<file path="src/rtl/cdb_pkg.sv">
// Shared CDB types and constants, imported by the arbiter and by every CDB consumer
// (reservation stations, ROB).
package cdb_pkg;

   localparam int TAG_W  = 5;
   localparam int DATA_W = 32;

   localparam logic [TAG_W-1:0] NO_TAG = {TAG_W{1'b0}};

   typedef struct packed {
      logic [TAG_W-1:0]  tag;
      logic [DATA_W-1:0] value;
   } cdb_msg_t;

   // Index width for n sources; never below one bit.
   function automatic int src_w(input int n);
      return (n > 1) ? $clog2(n) : 1;
   endfunction

endpackage

</file>
<file path="src/rtl/cdb_arbiter_if.sv">
// FU writeback ports and CDB broadcast bundled as one interface.
// The master side is the FU/consumer environment; the slave side is cdb_arbiter.
interface cdb_arbiter_if #(
   parameter int NUM_FU = 3
);
   import cdb_pkg::*;

   localparam int SRC_W = src_w(NUM_FU);

   logic [NUM_FU-1:0]             fu_valid;
   logic [NUM_FU-1:0]             fu_ready;
   logic [NUM_FU-1:0][TAG_W-1:0]  fu_tag;
   logic [NUM_FU-1:0][DATA_W-1:0] fu_value;
   logic                          cdb_valid;
   logic [TAG_W-1:0]              cdb_tag;
   logic [DATA_W-1:0]             cdb_value;
   logic [SRC_W-1:0]              cdb_src;

   modport master (
      output fu_valid, fu_tag, fu_value,
      input  fu_ready, cdb_valid, cdb_tag, cdb_value, cdb_src
   );

   modport slave (
      input  fu_valid, fu_tag, fu_value,
      output fu_ready, cdb_valid, cdb_tag, cdb_value, cdb_src
   );

endinterface

</file>
<file path="src/rtl/cdb_src_fifo.sv">
// Single-source result FIFO: circular buffer with wrap-around pointers and an
// occupancy counter; i_clr (flush) empties it like a reset.
module cdb_src_fifo
   import cdb_pkg::*;
#(
   parameter int DEPTH = 2
) (
   input  logic     clk,
   input  logic     rst,
   input  logic     i_clr,
   input  logic     i_push,
   input  cdb_msg_t i_push_data,
   input  logic     i_pop,
   output logic     o_full,
   output logic     o_empty,
   output cdb_msg_t o_head
);

   localparam int PTR_W = (DEPTH > 1) ? $clog2(DEPTH) : 1;
   localparam int CNT_W = $clog2(DEPTH + 1);

   cdb_msg_t         r_mem [DEPTH];
   logic [PTR_W-1:0] r_rd_ptr;
   logic [PTR_W-1:0] r_wr_ptr;
   logic [CNT_W-1:0] r_count;
   logic             w_push_ok;
   logic             w_pop_ok;

   function automatic logic [PTR_W-1:0] next_ptr(input logic [PTR_W-1:0] ptr);
      return (ptr == PTR_W'(DEPTH - 1)) ? {PTR_W{1'b0}} : ptr + PTR_W'(1);
   endfunction

   assign o_full    = (r_count == CNT_W'(DEPTH));
   assign o_empty   = (r_count == {CNT_W{1'b0}});
   assign o_head    = r_mem[r_rd_ptr];
   assign w_push_ok = i_push && !o_full;
   assign w_pop_ok  = i_pop && !o_empty;

   always_ff @(posedge clk) begin
      if (w_push_ok) begin
         r_mem[r_wr_ptr] <= i_push_data;
      end
   end

   always_ff @(posedge clk) begin
      if (rst || i_clr) begin
         r_rd_ptr <= {PTR_W{1'b0}};
         r_wr_ptr <= {PTR_W{1'b0}};
         r_count  <= {CNT_W{1'b0}};
      end else begin
         if (w_push_ok) r_wr_ptr <= next_ptr(r_wr_ptr);
         if (w_pop_ok)  r_rd_ptr <= next_ptr(r_rd_ptr);
         case ({w_push_ok, w_pop_ok})
            2'b10:   r_count <= r_count + CNT_W'(1);
            2'b01:   r_count <= r_count - CNT_W'(1);
            default: r_count <= r_count;
         endcase
      end
   end

endmodule

</file>
<file path="src/rtl/cdb_arbiter.sv">
// CDB transmit arbiter: per-FU result FIFOs, one registered broadcast per cycle.
// Round-robin by default; define CDB_FIXED_PRIO_EN for fixed priority (lowest index wins).
module cdb_arbiter
   import cdb_pkg::*;
#(
   parameter int NUM_FU     = 3,
   parameter int FIFO_DEPTH = 2
) (
   input  logic         clk,
   input  logic         rst,
   input  logic         flush,
   cdb_arbiter_if.slave bus
);

   localparam int SRC_W = src_w(NUM_FU);

   logic     [NUM_FU-1:0] w_full;
   logic     [NUM_FU-1:0] w_empty;
   logic     [NUM_FU-1:0] w_push;
   logic     [NUM_FU-1:0] w_pop;
   cdb_msg_t [NUM_FU-1:0] w_in;
   cdb_msg_t [NUM_FU-1:0] w_head;
   logic                  w_grant;
   logic     [SRC_W-1:0]  w_gnt_idx;

   logic                  r_cdb_valid;
   logic     [TAG_W-1:0]  r_cdb_tag;
   logic     [DATA_W-1:0] r_cdb_value;
   logic     [SRC_W-1:0]  r_cdb_src;

   // NO_TAG results complete the handshake but are never stored.
   for (genvar gi = 0; gi < NUM_FU; gi++) begin : g_fifo
      assign w_in[gi]   = '{tag: bus.fu_tag[gi], value: bus.fu_value[gi]};
      assign w_push[gi] = bus.fu_valid[gi] && !w_full[gi] && !flush
                          && (bus.fu_tag[gi] != NO_TAG);
      assign w_pop[gi]  = w_grant && !flush && (w_gnt_idx == SRC_W'(gi));

      cdb_src_fifo #(.DEPTH(FIFO_DEPTH)) u_fifo (
         .clk         (clk),
         .rst         (rst),
         .i_clr       (flush),
         .i_push      (w_push[gi]),
         .i_push_data (w_in[gi]),
         .i_pop       (w_pop[gi]),
         .o_full      (w_full[gi]),
         .o_empty     (w_empty[gi]),
         .o_head      (w_head[gi])
      );
   end

   assign bus.fu_ready = ~w_full;

`ifdef CDB_FIXED_PRIO_EN
   always_comb begin
      w_grant   = 1'b0;
      w_gnt_idx = {SRC_W{1'b0}};
      for (int k = 0; k < NUM_FU; k++) begin
         if (!w_grant && !w_empty[k]) begin
            w_grant   = 1'b1;
            w_gnt_idx = SRC_W'(k);
         end else begin
            w_grant   = w_grant;
         end
      end
   end
`else
   logic [SRC_W-1:0] r_rr_ptr;

   always_comb begin
      int idx;
      w_grant   = 1'b0;
      w_gnt_idx = {SRC_W{1'b0}};
      idx       = 0;
      for (int k = 0; k < NUM_FU; k++) begin
         idx = int'(r_rr_ptr) + k;
         if (idx >= NUM_FU) idx = idx - NUM_FU;
         else               idx = idx;
         if (!w_grant && !w_empty[idx]) begin
            w_grant   = 1'b1;
            w_gnt_idx = SRC_W'(idx);
         end else begin
            w_grant   = w_grant;
         end
      end
   end

   // Pointer moves past the winner so the same source cannot win twice while others wait.
   always_ff @(posedge clk) begin
      if (rst || flush) begin
         r_rr_ptr <= {SRC_W{1'b0}};
      end else if (w_grant) begin
         r_rr_ptr <= (w_gnt_idx == SRC_W'(NUM_FU - 1)) ? {SRC_W{1'b0}}
                                                       : w_gnt_idx + SRC_W'(1);
      end
   end
`endif

   always_ff @(posedge clk) begin
      if (rst) begin
         r_cdb_valid <= 1'b0;
         r_cdb_tag   <= {TAG_W{1'b0}};
         r_cdb_value <= {DATA_W{1'b0}};
         r_cdb_src   <= {SRC_W{1'b0}};
      end else if (flush || !w_grant) begin
         r_cdb_valid <= 1'b0;
      end else begin
         r_cdb_valid <= 1'b1;
         r_cdb_tag   <= w_head[w_gnt_idx].tag;
         r_cdb_value <= w_head[w_gnt_idx].value;
         r_cdb_src   <= w_gnt_idx;
      end
   end

   assign bus.cdb_valid = r_cdb_valid;
   assign bus.cdb_tag   = r_cdb_tag;
   assign bus.cdb_value = r_cdb_value;
   assign bus.cdb_src   = r_cdb_src;

endmodule

</file>
<file path="src/flat_wrapper.sv">
// flat-port wrapper written by rule: the top's interface ports become plain ports
module cdb_arbiter_flat import cdb_pkg::*;
#(
   parameter int NUM_FU     = 3,
   parameter int FIFO_DEPTH = 2
)
  (clk, rst, flush, bus_fu_valid, bus_fu_tag, bus_fu_value, bus_fu_ready, bus_cdb_valid, bus_cdb_tag, bus_cdb_value, bus_cdb_src);
  cdb_arbiter_if #(.NUM_FU(NUM_FU)) bus_i ();
  input  logic clk;
  input  logic rst;
  input  logic flush;
  input wire logic [$bits(bus_i.fu_valid)-1:0] bus_fu_valid;
  input wire logic [$bits(bus_i.fu_tag)-1:0] bus_fu_tag;
  input wire logic [$bits(bus_i.fu_value)-1:0] bus_fu_value;
  output wire logic [$bits(bus_i.fu_ready)-1:0] bus_fu_ready;
  output wire logic [$bits(bus_i.cdb_valid)-1:0] bus_cdb_valid;
  output wire logic [$bits(bus_i.cdb_tag)-1:0] bus_cdb_tag;
  output wire logic [$bits(bus_i.cdb_value)-1:0] bus_cdb_value;
  output wire logic [$bits(bus_i.cdb_src)-1:0] bus_cdb_src;
  assign bus_i.fu_valid = bus_fu_valid;
  assign bus_i.fu_tag = bus_fu_tag;
  assign bus_i.fu_value = bus_fu_value;
  assign bus_fu_ready = bus_i.fu_ready;
  assign bus_cdb_valid = bus_i.cdb_valid;
  assign bus_cdb_tag = bus_i.cdb_tag;
  assign bus_cdb_value = bus_i.cdb_value;
  assign bus_cdb_src = bus_i.cdb_src;
  cdb_arbiter #(.NUM_FU(NUM_FU), .FIFO_DEPTH(FIFO_DEPTH)) u_core (.clk(clk), .rst(rst), .flush(flush), .bus(bus_i));
endmodule
</file>
<file path="config.mk">
export PLATFORM = sky130hd
export DESIGN_NAME = cdb_arbiter_flat
export DESIGN_NICKNAME = d
export VERILOG_FILES = /design/src/rtl/cdb_pkg.sv /design/src/rtl/cdb_arbiter_if.sv /design/src/rtl/cdb_src_fifo.sv /design/src/rtl/cdb_arbiter.sv /design/src/flat_wrapper.sv
export SDC_FILE = /design/constraint.sdc
export NUM_CORES = 1
export LEC_CHECK = 0
export CAP_MARGIN = 20
export CORE_UTILIZATION = 58
export DETAILED_ROUTE_END_ITERATION = 6
export HOLD_SLACK_MARGIN = 0.05
export PLACE_DENSITY_LB_ADDON = 0.2
export SLEW_MARGIN = 25
export SYNTH_ARGS = -nofsm -noshare
export SYNTH_HDL_FRONTEND = slang
export SYNTH_SLANG_ARGS = --single-unit
</file>
<file path="constraint.sdc">
create_clock -name clk -period 6.8 [get_ports clk]
set_input_delay 1.36 -clock clk [delete_from_list [all_inputs] [get_ports clk]]
set_output_delay 1.36 -clock clk [all_outputs]
set_load 0.05 [all_outputs]
</file>
==> results of run 1 <==
## tightest hold or removal path, delay by kind of cell, from the launching register on
family | cells | cell delay [ps]
and+or+nand+nor | 1 | 70
muxes | 1 | 60
DFF | 1 | 300
## synth_stat cells, drive strengths merged (7+ instances only)
cell	number
edfxtp	222
mux2i	154
dfxtp	57
nor4	40
a221o	37
clkbuf	23
nor2	22
buf	19
nor3	10
ha	7
inv	7
or3	7
## area by class of cell
cell class | count | area (um^2) | area share (%)
multi-input combinational | 334 | 3109 | 21.90
clock buffer | 33 | 760.7 | 5.357
timing repair buffer | 177 | 1927 | 13.57
inverter | 7 | 26.28 | 0.1850
antenna | 1 | 2.502 | 0.01762
sequential | 279 | 7811 | 55.01
tap | 234 | 292.8 | 2.062
clock inverter | 19 | 270.3 | 1.903
## report_power, final
part           internal [mW]  leakage, nW  switching [mW]
clock                   1.06        0.503           0.630
sequential              1.96         2.50          0.0613
combinational          0.428         1.44           0.702
## per-stage QoR
stage / utilization, % / cell area (um^2)
finish: 75.91 / 14200
global route: 75.90 / 14200
CTS: 75.90 / 14200
detailed placement: 70.39 / 13170
global placement: 68.92 / 12890
floorplan: - / 11100
## metal layers
layer	vias up	GRT usage (%)
li1	2993	-
met1	3301	35.57
met2	256	42.82
met3	42	4.718
met4	0	7.692
met5	-	0
## sequential cells by signal, summed over array words and instances, names as in the netlist, named ones only
signal / flops
u_core.bus.cdb_src: 2
u_core.bus.cdb_tag: 5
u_core.bus.cdb_valid: 1
u_core.bus.cdb_value: 32
u_core.g_fifo.u_fifo.r_count: 6
u_core.g_fifo.u_fifo.r_mem: 222
u_core.g_fifo.u_fifo.r_rd_ptr: 3
u_core.g_fifo.u_fifo.r_wr_ptr: 3
u_core.r_rr_ptr: 2
## layout by cell type (no fill, tap or decap), types with 4 or more instances in the layout
master and instances:
sky130_fd_sc_hd__edfxtp_1 222, sky130_fd_sc_hd__clkdlybuf4s50_1 159, sky130_fd_sc_hd__mux2i_1 154, sky130_fd_sc_hd__dfxtp_1 54
sky130_fd_sc_hd__a221o_1 37, sky130_fd_sc_hd__clkbuf_16 29, sky130_fd_sc_hd__nor4_2 20, sky130_fd_sc_hd__nor4_1 19
sky130_fd_sc_hd__nor2_1 15, sky130_fd_sc_hd__buf_16 10, sky130_fd_sc_hd__nor3_1 9, sky130_fd_sc_hd__buf_4 8
sky130_fd_sc_hd__or3_1 7, sky130_fd_sc_hd__inv_1 7, sky130_fd_sc_hd__nor2_4 7, sky130_fd_sc_hd__ha_1 7
sky130_fd_sc_hd__bufinv_16 7, sky130_fd_sc_hd__xnor2_1 6, sky130_fd_sc_hd__clkinv_2 6, sky130_fd_sc_hd__o21ai_0 5
sky130_fd_sc_hd__a21oi_1 4, sky130_fd_sc_hd__or4_1 4, sky130_fd_sc_hd__clkinv_1 4
## logic make-up after synthesis
logic type	share of synthesized area, %
buf+inv	2.310
mux	13.88
xor+xnor	0.7101
simple gates	6.255
compound gates	5.725
fa+ha+maj	0.7889
flops	70.33
## how the worst max path moves through the flow
stage               depth (start not counted)               start                                  end
global route                               10  u_core.r_rr_ptr[0]   u_core.g_fifo[1].u_fifo.r_count[1]
global placement                            6       bus_fu_tag[8]   u_core.g_fifo[1].u_fifo.r_count[1]
CTS                                        10  u_core.r_rr_ptr[0]   u_core.g_fifo[1].u_fifo.r_count[1]
detailed placement                          6       bus_fu_tag[8]   u_core.g_fifo[1].u_fifo.r_count[1]
finish                                     10  u_core.r_rr_ptr[0]   u_core.g_fifo[1].u_fifo.r_count[1]
floorplan                                   3               flush  u_core.g_fifo[0].u_fifo.r_mem[0][0]
==> results_tabular.tex, run 1 <==
\begin{tabular}{lr}
\hline
Metric & Value \\
\hline
\multicolumn{2}{l}{\textbf{Outcome}} \\
\quad Run status & complete, no violations \\
\multicolumn{2}{l}{\textbf{Routing}} \\
\quad Number of optimization iterations in the first detailed-route pass & 5 \\
\quad Drt initial violations & 481 \\
\quad Via count & 6592 \\
\quad Final wirelength & 25.56 mm \\
\quad Via-per-instance ratio & 6.081 \\
\quad Residual antenna-violating net count after detailed routing & 0 \\
\quad Met3 Wirelength & 1.667 mm \\
\quad Wire length per cell after detailed routing & 23.58 um \\
\quad DRC violations left & 0 \\
\quad Length of routed met2 wiring & 12.52 mm \\
\quad Post-route met1 wirelength & 10.86 mm \\
\quad Uppermost metal layer occupied by signal nets & met4 \\
\multicolumn{2}{l}{\textbf{Yosys}} \\
\quad Count of warnings emitted by yosys & 0 \\
\quad Synth area leader & sky130\_fd\_sc\_hd\_\_edfxtp\_1 \\
\quad Yosys cell types & 47 \\
\quad Cell area after synthesis & 11100 um\^{}2 \\
\quad FFs w/ async S/R, synth & 0\% \\
\quad Area share of the largest cell type after synthesis & 60.05\% \\
\quad Predominant post-synthesis flop cell & sky130\_fd\_sc\_hd\_\_edfxtp\_1 \\
\quad Cell count after synthesis & 662 \\
\quad Count of flip-flops with a built-in enable after synthesis & 222 \\
\quad Syn nets & 786 \\
\quad Synthesized area per cell & 16.77 um\^{}2 \\
\quad Share of synthesized area occupied by flip-flops and latches & 70.33\% \\
\quad Seq cells post-synth & 279 \\
\quad Leading cell types by total area after synthesis & sky130\_fd\_sc\_hd\_\_edfxtp\_1 (60\%), sky130\_fd\_sc\_hd\_\_mux2i\_1 (14\%), sky130\_fd\_sc\_hd\_\_dfxtp\_1 (10\%), sky130\_fd\_sc\_hd\_\_a221o\_1 (3.3\%), sky130\_fd\_sc\_hd\_\_nor4\_2 (2.3\%) \\
\multicolumn{2}{l}{\textbf{Worst setup path}} \\
\quad Most prevalent standard cell on the critical path & sky130\_fd\_sc\_hd\_\_ha\_1 \\
\quad Crit path largest cell delay & 550 ps \\
\quad Top cell family by delay on the critical path & simple AND/OR/NAND/NOR gates \\
\quad Setup slack of the worst register-to-register path & 3040 ps \\
\quad Worst R2R Start & u\_core.r\_rr\_ptr[0] \\
\quad Count of cells along the worst register-to-register path & 10 \\
\quad Combined buffer and inverter count along the critical path & 2 \\
\quad Kind of launch point of the worst setup path & flop \\
\quad Slowest cell on the critical path & sky130\_fd\_sc\_hd\_\_or4b\_4 \\
\quad Worst-path fanout max & 38 \\
\quad Data required time of the critical path & 7270 ps \\
\quad Critical path cell sequence & inv\_1 > ha\_1 > or4b\_4 > and3\_1 > o32a\_2 > buf\_4 > nor4\_4 > ha\_1 > or3\_1 > a21oi\_1 \\
\quad Critical setup path kind & flop to flop \\
\quad Terminus of the critical flop-to-flop path & u\_core.g\_fifo[1].u\_fifo.r\_count[1] \\
\quad Worst Path Arrival & 4230 ps \\
\quad Kind of end point of the critical path & flop \\
\multicolumn{2}{l}{\textbf{Power and ir drop}} \\
\quad Power, Total & 4.841 mW \\
\quad Power density over cell area & 340.9 nW/um\^{}2 \\
\quad Worst IR drop on VDD & 0.2433 mV \\
\quad Static leakage & 4.450 nW \\
\multicolumn{2}{l}{\textbf{Clocking}} \\
\quad Clk slew on worst S/H paths & 60 ps \\
\quad Clock tree from TritonCTS & done \\
\quad H-Tree Depth & 1 \\
\quad Max Buffers Root-to-Sink & 3 \\
\quad Root cell of the clock tree & sky130\_fd\_sc\_hd\_\_clkbuf\_16 \\
\quad Cts bufs inserted & 28 \\
\quad CTS Hold Buffers Added & 0 \\
\quad Clock latency of the later-clocked register in the worst-skew pair & 530 ps \\
\quad PostCTS Resize Cnt & 0 \\
\quad Clock Sinks & 279 \\
\quad Post-CTS setup buffers & 0 \\
\multicolumn{2}{l}{\textbf{Floorplan}} \\
\quad Horizontal extent of the die & 140.4 um \\
\quad Die Span Y & 140.4 um \\
\quad Number of placement rows & 50 \\
\quad Floorplan die area & 19700 um\^{}2 \\
\quad Placeable Area & 18710 um\^{}2 \\
\quad Starting Density & 59.35\% \\
\quad I/O pin total & 160 \\
\multicolumn{2}{l}{\textbf{Worst hold path}} \\
\quad Hold Path Stages & 2 \\
\quad HP Class & flop to flop \\
\quad Hold Crit Start & u\_core.g\_fifo[0].u\_fifo.r\_rd\_ptr \\
\multicolumn{2}{l}{\textbf{Cells and area}} \\
\quad Relative area change from synthesis to final layout & 27.91\% \\
\quad Proportion of layout cells with a drive suffix above 1 & 12.13\% \\
\quad Filler cells & 1095 \\
\quad Layout Cells excl Fill & 1084 \\
\quad Total Nets Final & 951 \\
\multicolumn{2}{l}{\textbf{STA}} \\
\quad Fin worst setup slack & 3037 ps \\
\quad Maximum frequency from static timing analysis & 265.7 MHz \\
\quad Final max-slew violation count & 0 \\
\quad Slew @ Worst Pin & 1093 ps \\
\quad Worst Clk Skew & 7.725 ps \\
\quad Final setup violation count & 0 \\
\quad Unrepaired setup endpoints after global routing & no \\
\quad Setup TNS & 0 ps \\
\quad Final critical delay including setup and external delays & 3763 ps \\
\quad Share of the clock period used by the worst path after layout & 55.35\% \\
\quad Number of hold violations in the final report & 0 \\
\quad Worst hold slack & 470.3 ps \\
\quad Max-slew headroom at the worst pin & 26.97\% \\
\multicolumn{2}{l}{\textbf{Global route}} \\
\quad Total global-route track usage & 26.02\% \\
\quad Number of global-route vias before repair & 6748 \\
\quad First-pass GRT wire length & 38.41 mm \\
\quad Pin count of the biggest net entering global routing & 41 \\
\quad Global-route congestion overflow total & 0 \\
\quad Antenna violations before repair & 1 \\
\multicolumn{2}{l}{\textbf{Flow run}} \\
\quad Max-cap violations & 0 \\
\multicolumn{2}{l}{\textbf{Placement}} \\
\quad Quantity of I/O buffers inserted on ports & 159 \\
\quad Place WS & 2820 ps \\
\quad Placed wire-length estimate & 16.61 mm \\
\quad Routability cong. & 0.8466 \\
\quad DP Cell Count & 1031 \\
\hline
\end{tabular}
No activity file was read; power rests on OpenSTA's default activity.
==> run 2, diff against run 1 <==
CORE_UTILIZATION = 49   (was 58)
clock period = 3.1 ns   (was 6.8 ns; I/O delays follow)
==> results_tabular.tex, run 2 (synthesis results as in run 1) <==
\begin{tabular}{lr}
\hline
Metric & Value \\
\hline
\multicolumn{2}{l}{\textbf{Outcome}} \\
\quad Run status & finished with violations \\
\quad Failing checks & DRC \\
\multicolumn{2}{l}{\textbf{Floorplan}} \\
\quad Number of placement rows & 54 \\
\quad Horizontal extent of the die & 152.5 um \\
\quad I/O pin total & 160 \\
\quad Die Span Y & 152.5 um \\
\quad Placeable Area & 22030 um\^{}2 \\
\quad Starting Density & 50.40\% \\
\quad Floorplan die area & 23260 um\^{}2 \\
\multicolumn{2}{l}{\textbf{STA}} \\
\quad Worst hold slack & 479.8 ps \\
\quad Number of hold violations in the final report & 0 \\
\quad Worst Clk Skew & 9.442 ps \\
\quad Share of the clock period used by the worst path after layout & 95.64\% \\
\quad Final setup violation count & 0 \\
\quad Slew @ Worst Pin & 865.7 ps \\
\quad Final max-slew violation count & 0 \\
\quad Final critical delay including setup and external delays & 2965 ps \\
\quad Max-slew headroom at the worst pin & 42.15\% \\
\quad Maximum frequency from static timing analysis & 337.3 MHz \\
\multicolumn{2}{l}{\textbf{Worst hold path}} \\
\quad HP Class & flop to flop \\
\quad Hold Crit Start & u\_core.g\_fifo[2].u\_fifo.r\_rd\_ptr \\
\quad Hold Path Stages & 2 \\
\multicolumn{2}{l}{\textbf{Cells and area}} \\
\quad Total Nets Final & 964 \\
\quad Inserted Diodes & 0 \\
\quad Relative area change from synthesis to final layout & 28.04\% \\
\quad Flip-flop count of the largest register after layout & 222 \\
\quad Commonest cells after routing, fill and taps aside & sky130\_fd\_sc\_hd\_\_edfxtp\_1 (222), sky130\_fd\_sc\_hd\_\_clkdlybuf4s50\_1 (159), sky130\_fd\_sc\_hd\_\_mux2i\_1 (154) \\
\quad Commonest non-fill, non-tap cell in the layout & sky130\_fd\_sc\_hd\_\_edfxtp\_1 \\
\quad Post-route standard cell area excluding fillers & 14210 um\^{}2 \\
\quad Filler cells & 1605 \\
\quad Proportion of layout cells with a drive suffix above 1 & 14.37\% \\
\quad Most flop-heavy register & u\_core.g\_fifo.u\_fifo.r\_mem \\
\multicolumn{2}{l}{\textbf{Routing}} \\
\quad Residual antenna-violating net count after detailed routing & 0 \\
\quad Wire length per cell after detailed routing & 22.66 um \\
\quad Final wirelength & 25.90 mm \\
\quad Number of optimization iterations in the first detailed-route pass & 6 \\
\quad DRC violations left & 10 \\
\quad Drt initial violations & 496 \\
\quad Via count & 6539 \\
\quad Via-per-instance ratio & 5.721 \\
\multicolumn{2}{l}{\textbf{Worst setup path}} \\
\quad Kind of launch point of the worst setup path & flop \\
\quad Worst R2R Start & u\_core.r\_rr\_ptr[0] \\
\quad Kind of end point of the critical path & flop \\
\quad Critical setup path kind & flop to flop \\
\quad Terminus of the critical flop-to-flop path & u\_core.g\_fifo[0].u\_fifo.r\_count[1] \\
\quad Count of cells along the worst register-to-register path & 9 \\
\quad Setup slack of the worst register-to-register path & 140 ps \\
\quad Data required time of the critical path & 3570 ps \\
\quad Worst-path fanout max & 12 \\
\quad Worst Path Arrival & 3430 ps \\
\multicolumn{2}{l}{\textbf{Global route}} \\
\quad Number of global-route vias before repair & 6942 \\
\quad Global-route congestion overflow total & 0 \\
\quad Antenna violations before repair & 1 \\
\quad First-pass GRT wire length & 39.73 mm \\
\quad Pin count of the biggest net entering global routing & 38 \\
\quad Total global-route track usage & 22.43\% \\
\multicolumn{2}{l}{\textbf{Placement}} \\
\quad Placed wire-length estimate & 17.15 mm \\
\quad Placed inst area & 13260 um\^{}2 \\
\quad Quantity of I/O buffers inserted on ports & 159 \\
\quad Routability cong. & 0.8566 \\
\multicolumn{2}{l}{\textbf{Power and ir drop}} \\
\quad Worst IR drop on VDD & 0.4263 mV \\
\quad Power, Total & 10.29 mW \\
\quad Power density over cell area & 723.9 nW/um\^{}2 \\
\quad Static leakage & 4.426 nW \\
\multicolumn{2}{l}{\textbf{Clocking}} \\
\quad Clock Sinks & 279 \\
\quad Cts bufs inserted & 29 \\
\quad CTS Hold Buffers Added & 0 \\
\quad Max Buffers Root-to-Sink & 3 \\
\quad Clk slew on worst S/H paths & 60 ps \\
\quad Clock tree from TritonCTS & done \\
\quad Post-CTS setup buffers & 0 \\
\quad Clock latency of the later-clocked register in the worst-skew pair & 540 ps \\
\quad H-Tree Depth & 1 \\
\quad Root cell of the clock tree & sky130\_fd\_sc\_hd\_\_clkbuf\_16 \\
\multicolumn{2}{l}{\textbf{Flow run}} \\
\quad Max-cap violations & 0 \\
\hline
\end{tabular}
[run 2: changes by cell type in the layout (fill, tap and decap cells not counted), moves of 3 or more]
cell	change
sky130_fd_sc_hd__buf_12	+11
sky130_fd_sc_hd__bufinv_16	-6
sky130_fd_sc_hd__clkinv_1	-3
sky130_fd_sc_hd__buf_4	+10
sky130_fd_sc_hd__clkbuf_1	+7
sky130_fd_sc_hd__buf_16	-10
[run 2: area by class of cell]
type	instances	area (um^2)	share of cell area (%)
multi-input combinational	334	3161	22.23
tap	280	350.3	2.465
timing repair buffer	189	1958	13.78
sequential	279	7814	54.97
inverter	7	26.28	0.1848
clock inverter	13	105.1	0.7394
clock buffer	41	800.8	5.633
[run 2: how the worst max path moves through the flow]
stage / from / end / cells after the start
finish: u_core.r_rr_ptr[0] / u_core.g_fifo[0].u_fifo.r_count[1] / 9
detailed placement: u_core.r_rr_ptr[0] / u_core.g_fifo[0].u_fifo.r_count[1] / 9
floorplan: u_core.g_fifo[2].u_fifo.r_count[0] / u_core.g_fifo[2].u_fifo.r_mem[0][0] / 4
CTS: u_core.r_rr_ptr[0] / u_core.g_fifo[1].u_fifo.r_count[1] / 9
global placement: u_core.r_rr_ptr[0] / u_core.g_fifo[2].u_fifo.r_count[1] / 9
global route: u_core.r_rr_ptr[1] / u_core.g_fifo[1].u_fifo.r_count[1] / 9
[run 2: what timing repair did]
action | CTS | global route
gates cloned | 0 | 0
setup endpoints to repair | 2 | 15
pin swaps | 0 | 2
gates resized for setup | 1 | 6
[run 2: through the flow]
| step | util (%) | instances | worst slack (ps) | setup TNS (ps) |
|---|---|---|---|---|
| 6_report | 64.54 | 1143 | 135.1 | 0 |
| 4_1_cts | 64.35 | 1142 | 20.12 | 0 |
| 5_1_grt | 64.54 | 1143 | -2.096 | -2.096 |
| 2_1_floorplan | - | 662 | -275.1 | -20360 |
| 3_5_place_dp | 60.21 | 1088 | -2.837 | -2.837 |
| 3_3_place_gp | 60.21 | 1088 | 103.8 | 0 |
[run 2: routing by layer]
layer / vias up / part of all wire [%] / track usage, %
met1: 3270 / 45 / 30.92
met2: 203 / 49 / 37.50
li1: 3021 / - / -
met3: 43 / 4.4 / 3.072
met5: - / 0.042 / 0
met4: 2 / 1.9 / 6.109
[run 2: power breakdown]
group          switching, mW  internal [mW]
Sequential             0.133           4.30
Clock                   1.38           1.89
Combinational           1.56           1.03
[run 2: critical path, stage by stage, from the launching register on]
cell	delay, ps
sky130_fd_sc_hd__dfxtp_2	350
sky130_fd_sc_hd__inv_2	60
sky130_fd_sc_hd__ha_4	330
sky130_fd_sc_hd__or4b_4	520
sky130_fd_sc_hd__and3_4	230
sky130_fd_sc_hd__o31ai_2	420
sky130_fd_sc_hd__nor3_1	140
sky130_fd_sc_hd__ha_1	350
sky130_fd_sc_hd__or3_1	350
sky130_fd_sc_hd__a21oi_1	150
